$ cat src/rtl/wide_add_sequencer.sv
`default_nettype none
// ============================================================================
// Module   : wide_add_sequencer (+ wide_add_sequencer_cla8)
// Brief    : NBYTES-wide add/subtract built from one 8-bit CLA, one byte/cycle
// Revision : 1.0 - initial release
// ============================================================================

module wide_add_sequencer_cla8 (
  input  logic [7:0] i_a,
  input  logic [7:0] i_b,
  input  logic       i_cin,
  output logic [7:0] o_sum,
  output logic       o_cout
);

  logic [7:0] w_g;
  logic [7:0] w_p;
  logic [8:0] w_c;

  // Carry into bit msb+1, flattened from cin and the generate/propagate terms.
  function automatic logic f_lookahead(input logic [7:0] g, input logic [7:0] p,
                                       input logic cin, input int msb);
    logic c;
    logic t;
    c = cin;
    for (int j = 0; j < 8; j++)
      if (j <= msb) c = c & p[j];
    for (int j = 0; j < 8; j++) begin
      if (j <= msb) begin
        t = g[j];
        for (int k = 0; k < 8; k++)
          if (k > j && k <= msb) t = t & p[k];
        c = c | t;
      end
    end
    return c;
  endfunction

  assign w_g    = i_a & i_b;
  assign w_p    = i_a ^ i_b;
  assign w_c[0] = i_cin;

  for (genvar gi = 0; gi < 8; gi++) begin : g_carry
    assign w_c[gi+1] = f_lookahead(w_g, w_p, i_cin, gi);
  end

  assign o_sum  = w_p ^ w_c[7:0];
  assign o_cout = w_c[8];

endmodule

module wide_add_sequencer #(
  parameter  int NBYTES = 4,
  localparam int W      = 8 * NBYTES,
  localparam int CW     = (NBYTES > 1) ? $clog2(NBYTES) : 1
) (
  input  logic         clk,
  input  logic         rst_n,
  input  logic         i_in_valid,
  output logic         o_in_ready,
  input  logic [W-1:0] i_a,
  input  logic [W-1:0] i_b,
  input  logic         i_sub,
  output logic         o_out_valid,
  input  logic         i_out_ready,
  output logic [W-1:0] o_sum,
  output logic         o_carry_out,
  output logic         o_overflow
);

  typedef enum logic [1:0] {
    ST_IDLE = 2'd0,
    ST_RUN  = 2'd1,
    ST_DONE = 2'd2
  } state_t;

  localparam logic [CW-1:0] C_LAST_IDX = CW'(NBYTES - 1);

  state_t                  r_state;
  state_t                  w_state_nxt;
  logic [NBYTES-1:0][7:0]  r_a_lat;
  logic [NBYTES-1:0][7:0]  r_b_eff;
  logic [NBYTES-1:0][7:0]  r_sum;
  logic [CW-1:0]           r_idx;
  logic                    r_carry;
  logic                    r_carry_out;
  logic                    r_overflow;

  logic                    w_accept;
  logic                    w_last;
  logic [7:0]              w_add_a;
  logic [7:0]              w_add_b;
  logic [7:0]              w_add_sum;
  logic                    w_add_cout;

  assign w_accept = (r_state == ST_IDLE) && i_in_valid;
  assign w_last   = (r_state == ST_RUN) && (r_idx == C_LAST_IDX);
  assign w_add_a  = r_a_lat[r_idx];
  assign w_add_b  = r_b_eff[r_idx];

  wide_add_sequencer_cla8 u_cla8 (
    .i_a    (w_add_a),
    .i_b    (w_add_b),
    .i_cin  (r_carry),
    .o_sum  (w_add_sum),
    .o_cout (w_add_cout)
  );

  always_ff @(posedge clk or negedge rst_n) begin
    if (!rst_n) r_state <= ST_IDLE;
    else        r_state <= w_state_nxt;
  end

  always_comb begin
    w_state_nxt = r_state;
    o_in_ready  = 1'b0;
    o_out_valid = 1'b0;
    case (r_state)
      ST_IDLE: begin
        o_in_ready = 1'b1;
        if (i_in_valid) w_state_nxt = ST_RUN;
      end
      ST_RUN: begin
        if (r_idx == C_LAST_IDX) w_state_nxt = ST_DONE;
      end
      ST_DONE: begin
        o_out_valid = 1'b1;
        if (i_out_ready) w_state_nxt = ST_IDLE;
      end
      default: w_state_nxt = ST_IDLE;
    endcase
  end

  always_ff @(posedge clk or negedge rst_n) begin
    if (!rst_n) begin
      r_a_lat     <= '0;
      r_b_eff     <= '0;
      r_sum       <= '0;
      r_idx       <= '0;
      r_carry     <= 1'b0;
      r_carry_out <= 1'b0;
      r_overflow  <= 1'b0;
    end else if (w_accept) begin
      // Subtract is A + ~B + 1: the +1 enters as the first byte's carry-in.
      r_a_lat <= i_a;
      r_b_eff <= i_sub ? ~i_b : i_b;
      r_carry <= i_sub;
      r_idx   <= '0;
    end else if (r_state == ST_RUN) begin
      r_sum[r_idx] <= w_add_sum;
      r_carry      <= w_add_cout;
      if (w_last) begin
        r_idx       <= '0;
        r_carry_out <= w_add_cout;
        r_overflow  <= (r_a_lat[NBYTES-1][7] == r_b_eff[NBYTES-1][7]) &&
                       (w_add_sum[7] != r_a_lat[NBYTES-1][7]);
      end else begin
        r_idx <= r_idx + CW'(1);
      end
    end
  end

  assign o_sum       = r_sum;
  assign o_carry_out = r_carry_out;
  assign o_overflow  = r_overflow;

endmodule

`default_nettype wire
$ cat config.mk
export PLATFORM = sky130hd
export DESIGN_NAME = wide_add_sequencer
export DESIGN_NICKNAME = d
export VERILOG_FILES = /design/src/rtl/wide_add_sequencer.sv
export SDC_FILE = /design/constraint.sdc
export NUM_CORES = 1
export LEC_CHECK = 0
export ABC_AREA = 1
export BUFFER_PORTS_ARGS = -buffer_cell sky130_fd_sc_hd__buf_2
export CORE_ASPECT_RATIO = 0.75
export CORE_MARGIN = 4
export CORE_UTILIZATION = 54
export CTS_BUF_LIST = sky130_fd_sc_hd__clkbuf_8
export CTS_CLUSTER_SIZE = 14
export DETAILED_ROUTE_END_ITERATION = 6
export PLACE_DENSITY = 0.79
export SLEW_MARGIN = 20
export SYNTH_ARGS = -nofsm -noshare
export SYNTH_HDL_FRONTEND = slang
export SYNTH_SLANG_ARGS = --single-unit
$ cat constraint.sdc
create_clock -name clk -period 3.4 [get_ports clk]
set_clock_uncertainty 0.1 [all_clocks]
set_input_delay 0.17 -clock clk [delete_from_list [all_inputs] [get_ports clk]]
set_output_delay 0.17 -clock clk [all_outputs]
set_load 0.01 [all_outputs]
# Yosys cells after proc, flatten, opt, wreduce, memory -nomap -nowiden
# Cells that the tools add are included.
[totals] ff_bits=103 input_bits=69 output_inout_bits=36 word_cells=133
[classes] add_sub_neg=1 magnitude_cmp=2 n_eq_ne=8 n_mux=19 bitwise=77 n_reduce_logical=9
[op_table] op="$and A1 B1 Y1" n=36
[op_table] op="$or A1 B1 Y1" n=36
[op_table] op="$bmux W8 S2" n=2
[op_table] op="$bwmux W32" n=1
[op_table] op="$mux W32" n=1
[op_table] op="$not A32 Y32" n=1
[op_table] op="$mux W8" n=3
[op_table] op="$demux W8 S2" n=1
[op_table] op="$xor A8 B8 Y8" n=2
[op_table] op="$mux W2" n=6
[op_table] op="$and A8 B8 Y8" n=1
[op_table] op="$ne A2 B2 Y1 const B" n=3
[op_table] op="$pmux W2 S3" n=1
[op_table] op="$reduce_and A3 Y1" n=2
[op_table] op="$eq A2 B2 Y1 const B" n=2
[op_table] op="$logic_and A1 B1 Y1" n=4
[op_table] op="$mux W1" n=4
[op_table] op="$lt A2 B3 Y1 const B" n=1
[op_table] op="$add A2 B1 Y2 const B" n=1
[op_table] op="$eq A2 B1 Y1 const B" n=1
[op_table] op="$ge A2 B1 Y1 const B" n=1
[op_table] op="$logic_not A2 Y1" n=1
[op_table] op="$reduce_and A2 Y1" n=1
[op_table] op="$reduce_bool A2 Y1" n=1
[op_table] op="other kinds (3)" n=3

# Depth between registers and ports, before layout
[depth] ltp_word=21 mapped_depth=19 ltp_nobuf=17

# Modules after synthesis
# A second synthesis with hierarchy kept.
[hier_totals] hier_cells=768 area_unflattened_um2=5451.5
[modules_own_cells] mod="wide_add_sequencer" n_inst=1 cells_per_inst=697 area_each_um2=4991.0 seq_area_each_um2=2577.5
[modules_own_cells] mod="wide_add_sequencer_cla8" n_inst=1 cells_per_inst=71 area_each_um2=460.4 seq_area_each_um2=0.0

# Worst setup path before layout
# Ideal clock, no wire load.
[synth_timing] kind="register to register" start="reg r_idx[0]" end="reg r_sum (netlist bit o_sum[22])" setup_time_ns=0.133 t_arrival_ns=2.616 t_required_ns=3.167 slack_ns=0.551 path_stages_with_launch=20 path_buffers=2 synth_period_minus_slack_ns=2.849 cell_sequence="dfrtp_1 > clkbuf_1 > inv_1 > clkbuf_1 > nor2_1 > o22ai_1 > ha_1 > ha_1 > nand2_1 > nand3b_2 > nand2_2 > nand2_2 > nand2_2 > nand2_4 > a21oi_4 > nor2_2 > nor2_1 > nand2_1 > nand2_2 > o21ai_1"
[synth_via] elab_chain_cells=17 elab_cells_between_ends=40 cone_classes="2 x order compare; 7 x mux; 30 x bitwise; 1 x reduce/logical"
[synth_rtl] item="start: declaration" line="84" text="logic [CW-1:0] r_idx;"
[synth_rtl] item="start signal: assignment" line="158" text="r_idx <= r_idx + CW'(1);"
[synth_rtl] item="$bmux W8 S2 (on tied branches)" line="98, 99"
[synth_rtl] item="$mux W8 (on tied branches)" line="98, 99"
[synth_rtl] item="$xor A8 B8 Y8" line="40" text="assign w_p = i_a ^ i_b;"
[synth_rtl] item="$and A1 B1 Y1 (6 in a row)" line="27" text="if (j <= msb) c = c & p[j];"
[synth_rtl] item="$or A1 B1 Y1 (6 in a row)" line="33" text="c = c | t;"
[synth_rtl] item="$xor A8 B8 Y8" line="47" text="assign o_sum = w_p ^ w_c[7:0];"
[synth_rtl] item="$bwmux W32 *" line="150" text="r_sum[r_idx] <= w_add_sum;"
[synth_rtl] item="end signal: indexed assignment" line="150"
[synth_rtl] item="end: declaration" line="83" text="logic [NBYTES-1:0][7:0] r_sum;"
# Every way passes the cells marked *; elsewhere a longest branch is shown, timed or not. The select of a mux whose other input is x is not followed.
# A chain may end at the register's enable or synchronous reset.

# Worst setup path after layout
[layout_timing] start="reg r_idx[0]" end="reg r_sum (netlist bit o_sum[28])"
[layout_via] elab_chain_cells=13 elab_cells_between_ends=27 cone_classes="2 x order compare; 7 x mux; 17 x bitwise; 1 x reduce/logical"
[layout_rtl] item="$bmux W8 S2 (on tied branches)" line="98, 99"
[layout_rtl] item="$mux W8 (on tied branches)" line="98, 99"
[layout_rtl] item="$xor A8 B8 Y8" line="40"
[layout_rtl] item="$and A1 B1 Y1 (4 in a row)" line="27"
[layout_rtl] item="$or A1 B1 Y1 (4 in a row)" line="33"
[layout_rtl] item="$xor A8 B8 Y8" line="47"
[layout_rtl] item="$bwmux W32 *" line="150"
# Marks and branches as above.

==> key figures <==
Outcome
  – Status: completed

Global routing
  – Global-route wire length before repair: 20.3 mm
  – Largest net degree at the start of global routing: 98
  – Antenna violations before repair: 0
  – Global-route usage over all layers: 0.233
  – Total global routing overflow: 0
  – Vias in the first global route: 4169

Critical path
  – Worst path bufs/invs: 1
  – Kind of cell with the highest combined delay on the critical path: compound AO/OA/AOI/OAI gates
  – Largest driver fanout on the critical path: 17
  – Cell chain of the critical path: inv_1 > o21ai_0 > o22ai_1 > ha_1 > ha_1 > nand2_1 > nand3b_2 > nand2_2 > nand2_2 > nand2_2 > nand2_4 > xor2_1 > o21ai_0
  – Most repeated library cell on the critical path: sky130_fd_sc_hd__nand2_2
  – Arrival time reported for the critical path endpoint: 3.02 ns
  – Element type at the critical path end: flip-flop
  – Critical setup path kind: flip-flop to flip-flop
  – Startpoint class of the critical path: flip-flop
  – Max incr delay on CP: 0.38 ns
  – Standard cell with the maximum stage delay on the critical path: sky130_fd_sc_hd__dfrtp_1
  – Critical Path Source: r_idx[0]$_DFFE_PN0P_
  – Startpoint of the worst-slack reg-to-reg timing path: r_idx[0]$_DFFE_PN0P_
  – Required time of the worst setup path: 3.52 ns

Min path
  – Type of the worst min-delay path: input pin to flip-flop
  – Hold path startpoint: i_b[21]

Drt
  – Drc violations: 0
  – Total Wirelength: 12.4 mm
  – DR vias/cell: 5.16
  – Router iterations before antenna repair: 5
  – Number of vias after detailed routing: 4266
  – Wire length per cell after detailed routing: 15.0 um
  – Number of DRC markers in iteration 0: 302
  – DRT antenna net count: 0

Floorplan
  – I/O pin cnt: 105
  – Die X-Extent: 119 um
  – Area of the die: 10800 um^2
  – Initial core utilization: 0.569
  – Standard cell core area: 8710 um^2
  – Die Y-Extent: 91.0 um
  – Total number of placement rows: 29

Layout
  – Layout Utilization: 0.721
  – Share of final-layout standard cells stronger than drive strength 1: 0.213
  – Multi-input logic area: 2190 um^2
  – Antenna fix cells: 0
  – Layout area overhead: 26.7%
  – Filler cell count in the final layout: 655
  – Fin nets: 797
  – Seq. cell area: 2580 um^2

Synth
  – Most frequent cells after synthesis: 183 x sky130_fd_sc_hd__nand2_1, 103 x sky130_fd_sc_hd__dfrtp_1, 84 x sky130_fd_sc_hd__o21ai_0
  – Synthesized netlist cell count: 570
  – Synth Net Count: 653
  – Area of the mapped netlist: 4960 um^2
  – Number of distinct library cells after synthesis: 32
  – Number of synthesized flops with an enable pin: 0
  – Cell types occupying the most area after synthesis: sky130_fd_sc_hd__dfrtp_1 52%, sky130_fd_sc_hd__nand2_1 14%, sky130_fd_sc_hd__o21ai_0 8.5%
  – Number of synthesized register bits: 103
  – Part of the Yosys area used for sequential elements: 0.520
  – Primary FF master, synth: sky130_fd_sc_hd__dfrtp_1
  – Total of warnings raised by yosys: 0
  – Synth top area share: 0.520
  – Synthesized area per cell: 8.70 um^2
  – Asr flop ratio synth: 1.00
  – Most common cell in the netlist: sky130_fd_sc_hd__nand2_1
  – Yosys top cell by area: sky130_fd_sc_hd__dfrtp_1

Clock tree
  – Worst-path clk slew: 0.09 ns
  – Number of gates resized after cts: 0
  – H-tree depth: 3
  – Number of buffers created by CTS: 9
  – CTS tree: built
  – Clk root buf: sky130_fd_sc_hd__clkbuf_8
  – Clk Latency, worst-skew pair: 0.37 ns
  – Maximum buffer depth of the clock tree: 2
  – Number of clock sinks: 103

Timing
  – TNS Setup: 0 ns
  – Final Slew Violations: 0
  – Final count of negative-setup-slack endpoints: 0
  – Setup repair after global routing missed its margin: no
  – Final period demand of the worst path: 2.90 ns
  – Period utilization: 0.853
  – Slew headroom: 0.349
  – Number of endpoints with negative hold slack in the final report: 0
  – Least-Margin Pin Slew: 0.971 ns
  – Maximum clock frequency: 345 MHz
  – Setup slack after layout: 0.501 ns

Power and ir drop
  – LEAKAGE: 3.16 nW
  – Power density over the cells: 1070 nW/um^2
  – Peak supply drop: 0.677 mV

Run
  – Max Cap Viol: 0

Place
  – Half-perimeter wire length of the detailed placement result: 8.49 mm
  – Final estimated routing congestion in global placement: 0.891
  – Port buffer count: 104
  – Worst slack at placement: 0.494 ns
[worst min-delay path, stage by stage]
cell and delay (ns):
sky130_fd_sc_hd__buf_2 0.09, sky130_fd_sc_hd__xnor2_1 0.11, sky130_fd_sc_hd__o21ai_0 0.07
[cell families (layout without fill, tap and decap cells)]
logic type,Yosys count,count (layout),synth area share
compound gates,113,113,0.124
xor+xnor,36,36,0.0636
fa+ha+maj,14,14,0.0368
buf+inv,49,197,0.0399
flops,103,103,0.520
mux,3,3,0.00681
simple gates,252,252,0.209
[metrics by stage]
stage	area, um^2	hold WS (ns)	std cells	power, W
after floorplan	4960	-0.226	570	0.00473
after global placement	5550	0.221	759	0.00571
after detailed placement	5550	0.223	759	0.00583
after CTS	6280	0.00212	826	0.00670
after global routing	6280	0.0132	826	0.00727
final	6280	0.0132	826	0.00670
[routing by layer]
layer / global-route usage / wire (um) / up-vias
li1: - / - / 2131
met1: 0.328 / 5780 / 1982
met2: 0.365 / 5680 / 145
met3: 0.0627 / 825 / 8
met4: 0.0569 / 100 / 0
met5: 0 / 0 / -
[sequential cells by signal, indices dropped and copies added, names as in the netlist]
register,cells
o_carry_out,1
o_overflow,1
o_sum,32
r_a_lat,32
r_b_eff,32
r_carry,1
r_idx,2
r_state,2
[where the power goes]
part / internal (W) / switching, W / total [W] / leakage, nW
registers: 0.00182 / 0.000375 / 0.00220 / 1.28
clock network: 0.000426 / 0.000390 / 0.000816 / 0.113
logic: 0.00131 / 0.00238 / 0.00369 / 1.77
total: 0.00355 / 0.00315 / 0.00670 / 3.16
[timing repair]
item / in CTS / in global routing
endpoints found under the hold margin: 117 / 0
hold buffers: 52 / 0
buffers inserted: 0 / 0
[final cells by class]
cell class / count / share of cell area
well taps: 108 / 0.0215
multi-input cells: 418 / 0.348
flip-flops and latches: 103 / 0.410
repair buffers: 164 / 0.176
inverters: 18 / 0.0108
clock inverters: 5 / 0.0118
clock buffers: 10 / 0.0219
[path summary, 6_finish.rpt]
path / endpoint / slack [ns] / cells after the start
max in group asynchronous: o_sum[9]$_DFFE_PN0P_ / 2.07 / 3
min in group asynchronous: r_a_lat[5]$_DFFE_PN0P_ / 0.34 / 2
worst max-delay path: o_sum[28]$_DFFE_PN0P_ / 0.50 / 13
worst min register to register: o_sum[25]$_DFFE_PN0P_ / 0.38 / 2
worst min-delay path: r_b_eff[21]$_DFFE_PN0P_ / 0.01 / 3
worst max register to register: o_sum[28]$_DFFE_PN0P_ / 0.50 / 13
[cell usage in the layout, fill, tap and decap left out, types with 9 or more instances in the layout]
cell                            synthesis  routed
sky130_fd_sc_hd__nand2_1              183     182
sky130_fd_sc_hd__buf_2                 10     103
sky130_fd_sc_hd__dfrtp_1              103     103
sky130_fd_sc_hd__o21ai_0               84      84
sky130_fd_sc_hd__dlygate4sd3_1          0      52
sky130_fd_sc_hd__nor2_1                41      41
sky130_fd_sc_hd__xnor2_1               32      32
sky130_fd_sc_hd__inv_1                 15      16
sky130_fd_sc_hd__o22ai_1               16      16
sky130_fd_sc_hd__ha_1                  13      13
sky130_fd_sc_hd__clkbuf_8               0      10
sky130_fd_sc_hd__nand3_1                9       9
sky130_fd_sc_hd__buf_4                  0       9
No activity file was read; power rests on OpenSTA's default activity.
